**src/rtl/axi_rd_arb_pkg.sv**
```systemverilog
// Shared types and constants for the two-requester AXI read arbiter.
// Bus widths default to the YSYX_23060251_AXI_ADDR / YSYX_23060251_AXI_DATA defines.
`ifndef YSYX_23060251_AXI_ADDR
`define YSYX_23060251_AXI_ADDR 32
`endif
`ifndef YSYX_23060251_AXI_DATA
`define YSYX_23060251_AXI_DATA 32
`endif

package axi_rd_arb_pkg;

    localparam int unsigned AxiAddrW = `YSYX_23060251_AXI_ADDR;
    localparam int unsigned AxiDataW = `YSYX_23060251_AXI_DATA;
    localparam int unsigned NumReq   = 2;

    // Requester indices; also used as the downstream AR ID.
    localparam logic ReqIfu = 1'b0;
    localparam logic ReqLsu = 1'b1;

    // Every transaction is a single INCR beat.
    localparam logic [7:0] AxiLenSingle = 8'd0;
    localparam logic [1:0] AxiBurstIncr = 2'b01;

    typedef enum logic [1:0] {
        StIdle,
        StAddr,
        StData
    } state_e;

    function automatic logic grant_to_idx(input logic [NumReq-1:0] grant);
        return (grant == 2'b10) ? ReqLsu : ReqIfu;
    endfunction

endpackage

```
**src/rtl/arb_grant.sv**
```systemverilog
// Two-way grant pick: a lone request wins outright, a tie goes to the
// requester named by prio_i.
module arb_grant
    import axi_rd_arb_pkg::*;
(
    input  logic              prio_i,
    input  logic [NumReq-1:0] valid_i,
    output logic [NumReq-1:0] grant_o
);

    always_comb begin
        grant_o = '0;
        if (valid_i[0] && valid_i[1]) begin
            grant_o[prio_i] = 1'b1;
        end else begin
            grant_o = valid_i;
        end
    end

endmodule

```
**src/rtl/axi_rd_arb.sv**
```systemverilog
// AXI read arbiter: IFU (bit0) and LSU (bit1) share one single-beat read port.
// Define YSYX_23060251_ARB_RR_EN for round-robin; otherwise LSU has fixed priority.
`ifndef YSYX_23060251_AXI_ADDR
`define YSYX_23060251_AXI_ADDR 32
`endif
`ifndef YSYX_23060251_AXI_DATA
`define YSYX_23060251_AXI_DATA 32
`endif

module axi_rd_arb
    import axi_rd_arb_pkg::*;
#(
    parameter int unsigned ADDR_W = AxiAddrW,
    parameter int unsigned DATA_W = AxiDataW
) (
    input  logic                  clk_i,
    input  logic                  rst_i,

    input  logic [1:0]            s_ar_valid_i,
    output logic [1:0]            s_ar_ready_o,
    input  logic [2*ADDR_W-1:0]   s_ar_addr_i,
    input  logic [5:0]            s_ar_size_i,
    output logic [1:0]            s_r_valid_o,
    input  logic [1:0]            s_r_ready_i,
    output logic [DATA_W-1:0]     s_r_data_o,
    output logic [1:0]            s_r_resp_o,

    output logic                  mst_ar_valid_o,
    input  logic                  mst_ar_ready_i,
    output logic [ADDR_W-1:0]     mst_ar_addr_o,
    output logic [2:0]            mst_ar_size_o,
    output logic [3:0]            mst_ar_id_o,
    output logic [7:0]            mst_ar_len_o,
    output logic [1:0]            mst_ar_burst_o,
    input  logic                  mst_r_valid_i,
    output logic                  mst_r_ready_o,
    input  logic [DATA_W-1:0]     mst_r_data_i,
    input  logic [1:0]            mst_r_resp_i,
    input  logic                  mst_r_last_i
);

    state_e             state_q;
    logic               grant_q;
    logic [ADDR_W-1:0]  addr_q;
    logic [2:0]         size_q;
    logic               ar_valid_q;

    logic [1:0]         pick;
    logic               pick_idx;
    logic               prio;
    logic               in_idle;
    logic               in_data;
    logic               r_done;

`ifdef YSYX_23060251_ARB_RR_EN
    logic               rr_ptr_q;
    assign prio = rr_ptr_q;
`else
    assign prio = ReqLsu;
`endif

    arb_grant u_arb_grant (
        .prio_i  (prio),
        .valid_i (s_ar_valid_i),
        .grant_o (pick)
    );

    assign pick_idx = grant_to_idx(pick);

    // The accept is combinational, so it must also be masked while reset is held.
    assign in_idle = (state_q == StIdle) && !rst_i;
    assign in_data = (state_q == StData);

    assign s_ar_ready_o = in_idle ? pick : 2'b00;

    assign mst_ar_valid_o = ar_valid_q;
    assign mst_ar_addr_o  = addr_q;
    assign mst_ar_size_o  = size_q;
    assign mst_ar_id_o    = {3'b000, grant_q};
    assign mst_ar_len_o   = AxiLenSingle;
    assign mst_ar_burst_o = AxiBurstIncr;

    assign mst_r_ready_o = in_data && s_r_ready_i[grant_q];
    assign s_r_data_o    = mst_r_data_i;
    assign s_r_resp_o    = mst_r_resp_i;
    assign r_done        = mst_r_valid_i && mst_r_ready_o && mst_r_last_i;

    always_comb begin
        s_r_valid_o = 2'b00;
        if (in_data) begin
            s_r_valid_o[grant_q] = mst_r_valid_i;
        end
    end

    always_ff @(posedge clk_i or posedge rst_i) begin
        if (rst_i) begin
            state_q    <= StIdle;
            grant_q    <= ReqIfu;
            addr_q     <= '0;
            size_q     <= '0;
            ar_valid_q <= 1'b0;
`ifdef YSYX_23060251_ARB_RR_EN
            rr_ptr_q   <= ReqIfu;
`endif
        end else begin
            unique case (state_q)
                StIdle: begin
                    if (|s_ar_valid_i) begin
                        grant_q    <= pick_idx;
                        addr_q     <= pick_idx ? s_ar_addr_i[2*ADDR_W-1:ADDR_W]
                                               : s_ar_addr_i[ADDR_W-1:0];
                        size_q     <= pick_idx ? s_ar_size_i[5:3] : s_ar_size_i[2:0];
                        ar_valid_q <= 1'b1;
                        state_q    <= StAddr;
                    end
                end
                StAddr: begin
                    if (mst_ar_ready_i) begin
                        ar_valid_q <= 1'b0;
                        state_q    <= StData;
                    end
                end
                StData: begin
                    // Beats without rlast are forwarded but keep the transaction open.
                    if (r_done) begin
                        state_q  <= StIdle;
`ifdef YSYX_23060251_ARB_RR_EN
                        rr_ptr_q <= ~rr_ptr_q;
`endif
                    end
                end
                default: begin
                    state_q    <= StIdle;
                    ar_valid_q <= 1'b0;
                end
            endcase
        end
    end

endmodule

```
**config.mk**
```make
export PLATFORM = sky130hd
export DESIGN_NAME = axi_rd_arb
export DESIGN_NICKNAME = d
export VERILOG_FILES = /design/src/rtl/axi_rd_arb_pkg.sv /design/src/rtl/arb_grant.sv /design/src/rtl/axi_rd_arb.sv
export SDC_FILE = /design/constraint.sdc
export NUM_CORES = 1
export LEC_CHECK = 0
export BUFFER_PORTS_ARGS = -buffer_cell sky130_fd_sc_hd__buf_2
export CORE_ASPECT_RATIO = 1.25
export CORE_MARGIN = 2
export CORE_UTILIZATION = 42
export DETAILED_ROUTE_END_ITERATION = 8
export PLACE_DENSITY = 0.86
export SKIP_LAST_GASP = 1
export SYNTH_ARGS = -nofsm -noshare
export SYNTH_HDL_FRONTEND = slang
export SYNTH_SLANG_ARGS = --single-unit
```
**constraint.sdc**
```tcl
create_clock -name clk_i -period 3.4 [get_ports clk_i]
set_input_delay 0.34 -clock clk_i [delete_from_list [all_inputs] [get_ports clk_i]]
set_output_delay 0.34 -clock clk_i [all_outputs]
set_load 0.01 [all_outputs]
```
==> out/metrics.yaml, run 1 <==
cp.buffers_inverters: 1
synth-compound-area-share: 0.0182
io_buffers: 120
crit_chain: "nor2_2, o21a_2, buf_4, mux2_2"
fin_ws_ns: 1.28
path_clk_slew_ns: 0.07
synth_top_cell_by_area: "dfrtp_1"
synth_mux_area_frac: 0.366
vias: 1639
ant_nets: 0
power_density_mw_per_mm2: 803
avgViaCountPerCell: 4.83
synthXorXnorAreaFrac: 0
clockBufferDepth: 2
netlist_area_mm2: 0.00247
cp-start-kind: "flip-flop"
dr.pass1.iters: 3
antenna_found_initial: 0
finalClockSkew_ns: 0.00548
clk_latency_ns: 0.29
synth_top_family_by_area: "multiplexers"
pre_cts_ws_ns: 1.25
setup_tns_ns: 0
ys_seq_area_frac: 0.395
ys.flop_type: "dfrtp_1"
slew_headroom: 0.554
period_needed_ns: 2.12
end_kind: "flip-flop"
place.gp.congestion: 0.665
placed_area_mm2: 0.00275
cts-root-buf: "clkbuf_8"
start_util: 0.431
required_ns: 3.57
crit_path_max_fanout: 20
dp_cells: 331
track_usage: 0.154
numCtsBuffers: 5
maxCapViolCount: 0
grt_setup_unrepaired: "no"
die_h_um: 89.8
multi_input_area_mm2: 0.00107
worstMarginPinSlew_ns: 0.668
final.period_utilization: 0.622
worst_ir_drop_vdd_uv: 361
worst_ep_arrival_time_ns: 2.29
grt_max_degree: 39
setup_viol: 0
path_class: "flip-flop to flip-flop"
final_hold_viol_count: 0
antenna_cells: 0
final_cells: 339
grt_pass1_wl_mm: 7.96
die_w_um: 72.6
rows: 31
final_area_mm2: 0.00287
routed_wl_mm: 4.92
grt_pass1_vias: 1711
finalMaxSlewViolations: 0
nets: 385
cts.sinks: 39
synth_edf_count: 0
seqCellArea_um2: 976
ys_seq_elements: 39
htreeDepth: 2
dp_hpwl_mm: 3.76
drc: 0
drt-initial-drc-count: 48
die_area_mm2: 0.00652
syn_inst: 187
postCtsHoldBufs: 0
min_path_type: "primary input to async pin"
syn_to_final_growth_pct: 16.0
synth_cell_types: 24
clock.fmax_mhz: 473
synth.yosys.warnings: 0
crit_family: "compound AO/OA/AOI/OAI gates"
post_drt_wl_per_cell_um: 14.5
cts_resized: 0
slowest_delay_ns: 0.57
async_flop_share: 1.00
synth.top_cells.by_area: "dfrtp_1 39%, mux2_4 17%, mux2_2 15%, buf_4 15%, mux2_1 4.6%"
fill_cells: 511
synth_top_area_frac: 0.395
synth_adder_area_share: 0
drive_gt1_frac: 0.714
avgSynthCellArea_um2: 13.2
status: "completed"
cts_tree: "done"
io_pins: 202
grt-ovfl-total: 0
cpMaxStageDelayCell: "o21a_2"
synth-simple-area-share: 0.0268
post_cts.repair.setup_buffers: 0
core_mm2: 0.00574
leakage_nw: 1.50
## area by class of cell
cell class                 count  area share
inverter                       1     0.00131
tap                           66      0.0288
clock buffer                   6      0.0288
sequential                    39       0.340
multi-input combinational    102       0.372
timing repair buffer         123       0.217
clock inverter                 2      0.0122
## cell usage in the layout (no fill, tap or decap), drive strengths merged
cell	n
a21o	2
nor2b	1
bufinv	1
inv	1
dfrtp	39
clkinv	1
mux2	71
and4b	1
and2	1
a22o	1
o2bb2ai	1
buf	123
nand3	1
and3	2
clkbuf	6
nor2	3
conb	13
nand2	3
o21ai	1
o21a	1
## worst register-to-register path, stage by stage, from the launching register on
cell and delay [ns]:
dfrtp_1 0.42, nor2_2 0.19, o21a_2 0.57, buf_4 0.43
mux2_2 0.39
## path summary, 6_finish.rpt
| check | from | endpoint | slack, ns | cells past startpoint |
|---|---|---|---|---|
| min in group clk_i | mst_ar_ready_i | state_q[1]$_DFFE_PP0P_ | 0.33 | 3 |
| max reg2reg | state_q[1]$_DFFE_PP0P_ | mst_ar_addr_o[14]$_DFFE_PP0P_ | 1.28 | 4 |
| min | rst_i | mst_ar_addr_o[14]$_DFFE_PP0P_ | 0.14 | 2 |
| max in group asynchronous | rst_i | mst_ar_addr_o[31]$_DFFE_PP0P_ | 2.49 | 3 |
| min reg2reg | mst_ar_valid_o$_DFFE_PP0P_ | mst_ar_valid_o$_DFFE_PP0P_ | 0.51 | 1 |
| max | state_q[1]$_DFFE_PP0P_ | mst_ar_addr_o[14]$_DFFE_PP0P_ | 1.28 | 4 |
## stage by stage
stage / power [mW] / hold slack [ns] / util
final: 2.30 / 0.144 / 0.500
after CTS: 2.35 / 0.177 / 0.500
after global routing: 2.46 / 0.211 / 0.500
after global placement: 1.90 / 0.466 / 0.479
after detailed placement: 1.94 / 0.481 / 0.479
after floorplan: 1.69 / 0.484 / -
## sequential cells by signal, summed over array words and instances (netlist names)
register	count
mst_ar_size_o	3
mst_ar_valid_o	1
grant_q	1
state_q	2
mst_ar_addr_o	32
## layer usage
layer  GRT usage  vias to the layer above  wire length, um  part of all wire
met3      0.0404                       22              300             0.061
met2       0.272                       73             2690              0.55
met4      0.0710                        0              143             0.029
li1            -                      751                -                 -
met5           0                        -                0                 0
met1       0.167                      793             1790              0.36
## kinds of logic after synthesis
| logic type | Yosys count |
|---|---|
| mux | 71 |
| buf+inv | 57 |
| flops | 39 |
| simple gates | 12 |
| compound gates | 6 |
| other cells | 2 |
## power by group
group / total, mW / internal [mW] / switching, mW
registers: 0.840 / 0.704 / 0.136
clock network: 0.396 / 0.237 / 0.158
logic: 1.07 / 0.621 / 0.447
total: 2.30 / 1.56 / 0.741
## cell usage after synthesis, types with 2 or more instances
library cell,number
buf_4,48
dfrtp_1,39
mux2_2,33
mux2_4,28
mux2_1,10
buf_6,4
buf_12,3
nand2_1,3
a21o_1,2
conb_1,2
nor2_1,2
No activity file was read; power rests on OpenSTA's default activity.
==> run 2: changes to the inputs <==
- ABC_AREA: unset -> 1
- CORE_UTILIZATION: 42 -> 35
- PLACE_DENSITY: 0.86 -> 0.77
- clock period: 3.4 -> 1.9 ns (I/O delays scaled with it)
==> out/metrics.yaml, run 2 <==
status: "completed"
grt_pass1_wl_mm: 9.13
clock.fmax_mhz: 732
synth_mux_area_frac: 0
fill_cells: 719
grt_max_degree: 40
combPwrFrac: 0.451
grt_setup_unrepaired: "no"
drt-initial-drc-count: 72
postCtsHoldBufs: 0
period_needed_ns: 1.37
io_pins: 202
synth_adder_area_share: 0
clk_latency_ns: 0.28
ant_nets: 0
maxCapViolCount: 0
ys_seq_area_frac: 0.409
synth_cell_types: 15
die_w_um: 77.9
syn_inst: 349
synth.top_cells.by_area: "dfrtp_1 41%, nand2_1 35%, buf_4 15%, buf_2 2.1%, buf_6 1.4%"
cts_tree: "done"
nets: 544
r2r_slack_ns: 0.55
synth_edf_count: 0
vias: 2245
start_util: 0.364
setup_tns_ns: 0
switching_share: 0.413
worst_ir_drop_vdd_uv: 398
io_buffers: 120
cp-start-kind: "flip-flop"
worstMarginPinSlew_ns: 0.598
synth_top_family_by_area: "simple AND/OR/NAND/NOR gates"
grt_pass1_vias: 2039
drive_gt1_frac: 0.319
synth-compound-area-share: 0.00419
rows: 33
pwr-share-clk: 0.141
async_flop_share: 1.00
synth_top_cell_by_area: "dfrtp_1"
switchingPower_mw: 1.45
finalClockSkew_ns: 0.00526
avgViaCountPerCell: 4.34
layout_commonest_cell: "nand2_1"
synthXorXnorAreaFrac: 0
slew_headroom: 0.601
ys_seq_elements: 39
core_mm2: 0.00657
ys.flop_type: "dfrtp_1"
cts.sinks: 39
dr.pass1.iters: 5
numCtsBuffers: 5
clockBufferDepth: 2
power_frac_seq: 0.408
path_class: "flip-flop to output port"
post_drt_wl_per_cell_um: 11.1
crit_path_max_fanout: 3
drc: 0
final.period_utilization: 0.719
yosys.cell_count.top_type: "nand2_1"
die_area_mm2: 0.00750
place.gp.congestion: 0.726
total_power_mw: 3.51
final_hold_viol_count: 0
dp_cells: 511
die_h_um: 96.3
routed_wl_mm: 5.73
antenna_found_initial: 0
worst_ep_arrival_time_ns: 1.18
synth-simple-area-share: 0.381
synth.yosys.warnings: 0
p_int_mw: 2.06
largest_reg_flops: 32
synthTopCellsByCount: "222 x nand2_1, 48 x buf_4, 39 x dfrtp_1"
avgSynthCellArea_um2: 6.84
cts-root-buf: "clkbuf_8"
leakage_nw: 1.81
antenna_cells: 0
path_clk_slew_ns: 0.07
netlist_area_mm2: 0.00239
end_kind: "output port"
synth_top_area_frac: 0.409
layout_common_cells: "222 x nand2_1, 120 x buf_2, 39 x dfrtp_1"
post_cts.repair.setup_buffers: 0
min_path_type: "primary input to async pin"
htreeDepth: 2
required_ns: 1.71
dp_hpwl_mm: 4.33
fin_util: 0.427
power_density_mw_per_mm2: 1250
final_cells: 517
finalMaxSlewViolations: 0
setup_viol: 0
grt-ovfl-total: 0
syn_to_final_growth_pct: 17.5
cts_resized: 0
track_usage: 0.153
run 2: cell count changes in the layout (fill, tap and decap cells not counted), moves of 4 or more:
cell     change
inv_1        +6
inv_2        +4
mux2_1      -10
mux2_2      -33
mux2_4      -28
nand2_1    +219
nand3_1      +4
run 2: worst paths after layout:
check | startpoint | to | depth (start not counted)
min in group clk_i | mst_ar_ready_i | state_q[1]$_DFFE_PP0P_ | 3
setup reg to reg | state_q[1]$_DFFE_PP0P_ | grant_q$_DFFE_PP0P_ | 5
hold / removal | rst_i | mst_ar_size_o[0]$_DFFE_PP0P_ | 3
max in group asynchronous | rst_i | mst_ar_addr_o[30]$_DFFE_PP0P_ | 3
setup / recovery | state_q[1]$_DFFE_PP0P_ | s_ar_ready_o[0] | 4
hold reg to reg | mst_ar_addr_o[21]$_DFFE_PP0P_ | mst_ar_addr_o[21]$_DFFE_PP0P_ | 2
run 2: area by class of cell:
cell class	instances	area, um^2	area share
sequential	39	976	0.348
inverter	11	41.3	0.0147
multi-input combinational	249	967	0.345
tap	87	109	0.0388
clock buffer	6	72.6	0.0259
timing repair buffer	125	638	0.228
run 2: kinds of logic after synthesis:
group | Yosys count
simple gates | 234
flops | 39
compound gates | 2
buf+inv | 72
other cells | 2
run 2: worst max-delay path, cell delays in order (launching register included):
cell     delay, ns
dfrtp_1       0.40
nor2_2        0.17
inv_2         0.09
nor2_1        0.11
buf_2         0.14
run 2: power by group through the flow:
stage | registers [mW] | logic (mW) | clock network, mW
2_1_floorplan | 1.61 | 0.944 | 0
3_3_place_gp | 1.44 | 1.57 | 0
3_5_place_dp | 1.45 | 1.63 | 0
4_1_cts | 1.43 | 1.63 | 0.525
5_1_grt | 1.49 | 1.82 | 0.551
6_report | 1.43 | 1.58 | 0.494
run 2: layer usage:
metal / share of wire / up-vias / track usage
met5: 0 / - / 0
met4: 0.037 / 0 / 0.0982
met3: 0.065 / 21 / 0.0291
met2: 0.50 / 88 / 0.276
met1: 0.40 / 1000 / 0.164
li1: - / 1136 / -
run 2: per-stage QoR:
step	setup slack, ns	hold slack (ns)	cell area [um^2]
after global placement	0.567	0.351	2730
after floorplan	0.340	0.335	2430
after detailed placement	0.523	0.368	2730
final	0.533	0.0610	2800
after CTS	0.507	0.0567	2800
after global routing	0.387	0.108	2800
